File: src/rtl/wb_pkg.sv
// Shared types and helpers for the Wishbone classic interconnect.
package wb_pkg;

    typedef enum logic [1:0] {
        IDLE   = 2'd0,
        ACTIVE = 2'd1,
        RESP   = 2'd2
    } state_t;

    localparam logic [31:0] ERR_DATA_DEF = 32'hDEADBEEF;

    function automatic int idx_w(input int n);
        return (n > 1) ? $clog2(n) : 1;
    endfunction

endpackage

File: src/rtl/wb_addr_decoder.sv
// Mask/base address decoder: lowest matching slave index wins.
module wb_addr_decoder
    import wb_pkg::*;
#(
    parameter int                           NUM_SLAVES = 4,
    parameter int                           ADDR_W     = 32,
    parameter int                           IDX_W      = idx_w(NUM_SLAVES),
    parameter logic [NUM_SLAVES*ADDR_W-1:0] SLAVE_BASE = '0,
    parameter logic [NUM_SLAVES*ADDR_W-1:0] SLAVE_MASK = '0
) (
    input  logic [ADDR_W-1:0] adr,
    output logic              hit,
    output logic [IDX_W-1:0]  idx
);

    // Scan from the top so the lowest matching index is written last.
    always_comb begin
        hit = 1'b0;
        idx = '0;
        for (int i = NUM_SLAVES - 1; i >= 0; i--) begin
            if ((adr & SLAVE_MASK[i*ADDR_W +: ADDR_W])
                    == SLAVE_BASE[i*ADDR_W +: ADDR_W]) begin
                hit = 1'b1;
                idx = IDX_W'(i);
            end
        end
    end

endmodule

File: src/rtl/wb_intercon.sv
// Single-master, N-slave Wishbone classic interconnect with
// registered responses, timeout watchdog and error logging.
module wb_intercon
    import wb_pkg::*;
#(
    parameter int                           NUM_SLAVES = 4,
    parameter int                           ADDR_W     = 32,
    parameter int                           DATA_W     = 32,
    parameter logic [NUM_SLAVES*ADDR_W-1:0] SLAVE_BASE =
        {32'h300, 32'h200, 32'h100, 32'h000},
    parameter logic [NUM_SLAVES*ADDR_W-1:0] SLAVE_MASK =
        {4{32'hFFFFFF00}},
    parameter int                           TIMEOUT    = 16,
    parameter logic [DATA_W-1:0]            ERR_DATA   =
        DATA_W'(ERR_DATA_DEF)
) (
    input  logic                         clk,
    input  logic                         reset,
    input  logic [ADDR_W-1:0]            m_adr_i,
    input  logic [DATA_W-1:0]            m_dat_i,
    input  logic [DATA_W/8-1:0]          m_sel_i,
    input  logic                         m_we_i,
    input  logic                         m_stb_i,
    input  logic                         m_cyc_i,
    output logic [DATA_W-1:0]            m_dat_o,
    output logic                         m_ack_o,
    output logic                         m_err_o,
    output logic [ADDR_W-1:0]            s_adr_o,
    output logic [DATA_W-1:0]            s_dat_o,
    output logic [DATA_W/8-1:0]          s_sel_o,
    output logic                         s_we_o,
    output logic [NUM_SLAVES-1:0]        s_stb_o,
    output logic [NUM_SLAVES-1:0]        s_cyc_o,
    input  logic [NUM_SLAVES*DATA_W-1:0] s_dat_i,
    input  logic [NUM_SLAVES-1:0]        s_ack_i,
    input  logic [NUM_SLAVES-1:0]        s_err_i,
    output logic [ADDR_W-1:0]            err_adr_o,
    output logic [7:0]                   err_cnt_o
);

    localparam int IDX_W = idx_w(NUM_SLAVES);
    localparam int CNT_W = $clog2(TIMEOUT);
    localparam logic [CNT_W-1:0] CNT_LAST = CNT_W'(TIMEOUT - 1);

    state_t              state, state_n;
    logic [CNT_W-1:0]    cnt, cnt_n;
    logic [ADDR_W-1:0]   adr_q;
    logic [DATA_W-1:0]   dat_q;
    logic [DATA_W/8-1:0] sel_q;
    logic                we_q;
    logic [IDX_W-1:0]    idx_q;
    logic                ack_q, ack_n;
    logic                err_q, err_n;
    logic [DATA_W-1:0]   rdat_q, rdat_n;
    logic [ADDR_W-1:0]   err_adr_q, err_adr_n;
    logic [7:0]          err_cnt_q;
    logic                latch, log_err;
    logic                dec_hit;
    logic [IDX_W-1:0]    dec_idx;
    logic [DATA_W-1:0]   sel_rdat;
    logic [NUM_SLAVES-1:0] sel_onehot;

    wb_addr_decoder #(
        .NUM_SLAVES (NUM_SLAVES),
        .ADDR_W     (ADDR_W),
        .IDX_W      (IDX_W),
        .SLAVE_BASE (SLAVE_BASE),
        .SLAVE_MASK (SLAVE_MASK)
    ) u_dec (
        .adr (m_adr_i),
        .hit (dec_hit),
        .idx (dec_idx)
    );

    assign sel_rdat = s_dat_i[int'(idx_q)*DATA_W +: DATA_W];

    always_comb begin
        state_n   = state;
        cnt_n     = '0;
        latch     = 1'b0;
        ack_n     = 1'b0;
        err_n     = 1'b0;
        rdat_n    = rdat_q;
        log_err   = 1'b0;
        err_adr_n = err_adr_q;
        unique case (state)
            IDLE: begin
                if (m_cyc_i && m_stb_i) begin
                    latch = 1'b1;
                    if (dec_hit) begin
                        state_n = ACTIVE;
                    end else begin
                        state_n   = RESP;
                        err_n     = 1'b1;
                        rdat_n    = ERR_DATA;
                        log_err   = 1'b1;
                        err_adr_n = m_adr_i;
                    end
                end
            end
            ACTIVE: begin
                // Abort beats any response arriving in the same cycle.
                if (!m_cyc_i) begin
                    state_n = IDLE;
                end else if (s_err_i[idx_q] || cnt == CNT_LAST) begin
                    state_n   = RESP;
                    err_n     = 1'b1;
                    rdat_n    = ERR_DATA;
                    log_err   = 1'b1;
                    err_adr_n = adr_q;
                end else if (s_ack_i[idx_q]) begin
                    state_n = RESP;
                    ack_n   = 1'b1;
                    rdat_n  = we_q ? '0 : sel_rdat;
                end else begin
                    cnt_n = cnt + 1'b1;
                end
            end
            RESP: begin
                state_n = IDLE;
            end
            default: begin
                state_n = IDLE;
            end
        endcase
    end

    always_ff @(posedge clk or posedge reset) begin
        if (reset) begin
            state     <= IDLE;
            cnt       <= '0;
            adr_q     <= '0;
            dat_q     <= '0;
            sel_q     <= '0;
            we_q      <= 1'b0;
            idx_q     <= '0;
            ack_q     <= 1'b0;
            err_q     <= 1'b0;
            rdat_q    <= '0;
            err_adr_q <= '0;
            err_cnt_q <= '0;
        end else begin
            state     <= state_n;
            cnt       <= cnt_n;
            ack_q     <= ack_n;
            err_q     <= err_n;
            rdat_q    <= rdat_n;
            err_adr_q <= err_adr_n;
            if (latch) begin
                adr_q <= m_adr_i;
                dat_q <= m_dat_i;
                sel_q <= m_sel_i;
                we_q  <= m_we_i;
                idx_q <= dec_idx;
            end
            if (log_err && err_cnt_q != 8'hFF) begin
                err_cnt_q <= err_cnt_q + 8'd1;
            end
        end
    end

    assign sel_onehot = (state == ACTIVE)
                      ? (NUM_SLAVES'(1) << idx_q) : '0;

    assign s_stb_o   = sel_onehot;
    assign s_cyc_o   = sel_onehot;
    assign s_adr_o   = adr_q;
    assign s_dat_o   = dat_q;
    assign s_sel_o   = sel_q;
    assign s_we_o    = we_q;
    assign m_ack_o   = ack_q;
    assign m_err_o   = err_q;
    assign m_dat_o   = rdat_q;
    assign err_adr_o = err_adr_q;
    assign err_cnt_o = err_cnt_q;

endmodule

File: config.mk
export PLATFORM = sky130hd
export DESIGN_NAME = wb_intercon
export DESIGN_NICKNAME = d
export VERILOG_FILES = /design/src/rtl/wb_pkg.sv /design/src/rtl/wb_addr_decoder.sv /design/src/rtl/wb_intercon.sv
export SDC_FILE = /design/constraint.sdc
export NUM_CORES = 1
export LEC_CHECK = 0
export ABC_CLOCK_PERIOD_IN_PS = 4700
export BUFFER_PORTS_ARGS = -buffer_cell sky130_fd_sc_hd__buf_2
export CAP_MARGIN = 30
export CORE_ASPECT_RATIO = 0.75
export CORE_MARGIN = 2
export CORE_UTILIZATION = 42
export DETAILED_ROUTE_END_ITERATION = 7
export PLACE_DENSITY = 0.77
export SLEW_MARGIN = 10
export SYNTH_ARGS = -nofsm -noshare
export SYNTH_HDL_FRONTEND = slang
export SYNTH_SLANG_ARGS = --single-unit
File: constraint.sdc
create_clock -name clk -period 4.7 [get_ports clk]
set_input_delay 0.47 -clock clk [delete_from_list [all_inputs] [get_ports clk]]
set_output_delay 0.47 -clock clk [all_outputs]
set_load 0.01 [all_outputs]
==> key figures <==
Detailed routing
  – Wire length per cell: 17.41 µm
  – First drt pass iteration count: 4
  – Vias: 6271
  – DR DRC count: 0
  – Initial DRC Count: 354
  – Post-route ant nets: 0
  – Total Routed Length: 22060 µm
  – Drt via density: 4.949

Setup path
  – Crit path max fanout: 35
  – CP peak stage delay: 0.56 ns
  – Crit-path most repeated cell: buf_4
  – Cell Chain, Critical Path: buf_4 > mux2i_1 > o22ai_1 > buf_4 > o211ai_2 > nand2_2 > mux2_1
  – Crit. End Element: flip-flop
  – Arrival time at the worst endpoint: 3.29 ns
  – Setup Crit Path Kind: flip-flop to flip-flop
  – Slowest stage cell, crit path: nand2_2
  – Worst R2R Setup Slack: 1.71 ns
  – Startpoint types: flip-flop
  – CP required: 5.00 ns

Yosys
  – Ys flop type: dfrtp_1
  – Post-Synthesis Net Count: 876
  – Post-Synth Adder-Cell Area: 0.3336%
  – Cell taking the most area after synthesis: dfrtp_1
  – Cells after Synth: 665
  – Ys async rst share: 100.0%
  – Most common library cells after synthesis: 216 x nand2_1, 151 x dfrtp_1, 36 x mux2_2, 33 x mux2_1, 33 x mux4_2
  – Unique masters post-synth: 38
  – Largest family of logic cells by synthesized area: multiplexers
  – Top-area cell type share of the netlist area: 50.37%
  – Most frequent cell after synthesis: nand2_1
  – Compound-Gate Fraction of Synth Area: 3.169%
  – Yosys reg bits: 151
  – Simple-gate share of the synthesized area: 14.49%
  – Synth Area in XOR/XNOR: 0.9340%
  – Number of synthesized flops with an enable pin: 0
  – Average instance area after synthesis: 11.28 µm²
  – Synth Cell Area: 0.007502 mm²
  – YS warnings: 0
  – Sequential element share of the synthesized area: 50.37%
  – Largest cells by area after synthesis: dfrtp_1 50%, nand2_1 11%, mux4_2 9.9%
  – Mux cell area share after synthesis: 26.20%

Clock network
  – CTS root buf: clkbuf_16
  – CTS buffer count: 17
  – Post-CTS Setup Inserts: 0
  – Clk sink count: 151
  – CTS tree: built
  – Post-cts resize count: 0
  – Cts-stage hold buffer count: 0
  – CTS max path bufs: 2
  – Clock slew at reported path FFs: 0.07 ns
  – Clk_lat worst skew: 0.42 ns
  – H-tree levels: 4

Place
  – Port Buffers: 359
  – Hpwl dp: 16300 µm
  – GPL Wtd Cong: 0.8471
  – Post-DP Area: 0.009479 mm²

Timing
  – Setup TNS: 0 ns
  – Final Max Slew Viols: 0
  – Setup-violating endpoint count in the final report: 0
  – Final Cycle Share: 63.62%
  – Unrepaired setup endpoints after global routing: no
  – FMAX: 334.4 MHz
  – Final Skew: 0.01553 ns
  – Max transition margin: 44.82%
  – Final critical-path required period: 2.990 ns
  – Hold Slack: 0.1988 ns
  – Hold Fails Final Rpt: 0
  – Worst-margin pin slew: 0.8247 ns

Global route
  – Initial antenna violation count: 1
  – First-pass GRT wire length: 34200 µm
  – Aggregate global routing overflow: 0
  – Gr usage total: 23.64%
  – Vias in the first global route: 6372
  – Largest net degree at the start of global routing: 82

Job
  – Maxcap violations: 0

Finish
  – # nets final: 1222
  – Fraction of layout cells with a size suffix above 1: 49.90%
  – Post-route cell area: 0.01008 mm²
  – Area growth syn-to-layout: 34.31%
  – Fin util: 57.41%
  – Fill cells: 1541

Power
  – PwrDens: 353.3 mW/mm²
  – Max VDD drop: 0.2166 mV
  – Leakage: 5.107 nW
  – Total Power: 3.560 mW

Floorplan
  – Die W: 158.3 µm
  – Die height: 119.7 µm
  – Starting Density: 42.74%
  – Core ar.: 0.01755 mm²
  – Row count: 42
  – Die area: 0.01896 mm²
  – IO Pins: 360

Worst hold path
  – Class of the worst hold path: input port to async pin

Outcome
  – Status: finished clean
[final timing paths]
| path | startpoint | depth (start not counted) | to |
|---|---|---|---|
| worst max-delay path | idx_q[1] | 7 | err_adr_o[1] |
| worst min-delay path | reset | 2 | s_dat_o[12] |
| worst max register to register | idx_q[1] | 7 | err_adr_o[1] |
| worst min register to register | cnt[0] | 1 | cnt[0] |
| max in group asynchronous | reset | 3 | err_adr_o[30] |
| min in group clk | m_dat_i[30] | 3 | s_dat_o[30] |
[state kept, by name, summed over array words and instances (netlist names)]
signal     flops
s_dat_o       32
err_cnt_o      8
s_adr_o       32
cnt            4
idx_q          2
err_adr_o     32
m_err_o        1
s_we_o         1
m_ack_o        1
state          2
m_dat_o       32
s_sel_o        4
[final cells by class]
cell class	instances	area, µm²	share of cell area [%]
Sequential cell	151	3781	37.53
Multi-Input combinational cell	441	3402	33.76
Timing Repair Buffer	371	1907	18.92
Clock buffer	19	432.9	4.297
Tap cell	242	302.8	3.005
Clock inverter	13	133.9	1.329
Inverter	29	113.9	1.130
Antenna cell	1	2.502	0.02484
[critical path, delay by kind of cell, from the launching register on]
family	cells	cell delay, ns
flip-flops	1	0.41
buffers and inverters	2	0.64
AND/OR/NAND/NOR	1	0.56
AO/OA/AOI/OAI	2	0.45
multiplexers	2	0.76
[where the power goes]
group | switching (mW) | internal (mW)
registers | 0.116 | 1.46
logic | 0.360 | 0.301
clock network | 0.579 | 0.744
[metrics by stage]
stage | setup slack [ns] | instances
after floorplan | 0.1653 | 665
after global placement | 1.541 | 1233
after detailed placement | 1.434 | 1233
after CTS | 1.636 | 1265
after global routing | 1.472 | 1267
final | 1.710 | 1267
[routing by layer]
metal,up-vias,share of wire (%),track usage [%]
met5,-,0,0
met3,35,8.0,7.981
li1,2956,-,-
met2,241,47,37.61
met1,3039,43,30.53
met4,0,2.2,7.545
[cells in the final DEF, fill, tap and decap left out, types with 4 or more instances in the layout]
cell type | synthesis | routed
buf_2 | 6 | 359
nand2_1 | 216 | 216
dfrtp_1 | 151 | 149
mux2_2 | 36 | 36
mux2_1 | 33 | 33
mux4_2 | 33 | 33
mux2_4 | 29 | 29
inv_1 | 29 | 28
o21ai_0 | 27 | 27
clkbuf_16 | 0 | 17
buf_4 | 9 | 11
nor2_1 | 8 | 8
nor4b_1 | 8 | 8
xor2_1 | 7 | 7
inv_6 | 0 | 7
nor4_1 | 6 | 6
nand3_1 | 5 | 5
a211oi_1 | 4 | 4
and3_1 | 4 | 4
[cell families (layout without fill, tap and decap cells)]
| logic type | count (synthesis) | in the layout |
|---|---|---|
| AO/OA/AOI/OAI | 40 | 40 |
| XOR/XNOR | 8 | 8 |
| adder cells (fa/ha/maj) | 2 | 2 |
| buffers and inverters | 73 | 432 |
| flip-flops | 151 | 151 |
| multiplexers | 132 | 132 |
| other | 0 | 1 |
| AND/OR/NAND/NOR | 259 | 259 |
Note: power is estimated with default switching activity, not from simulation.
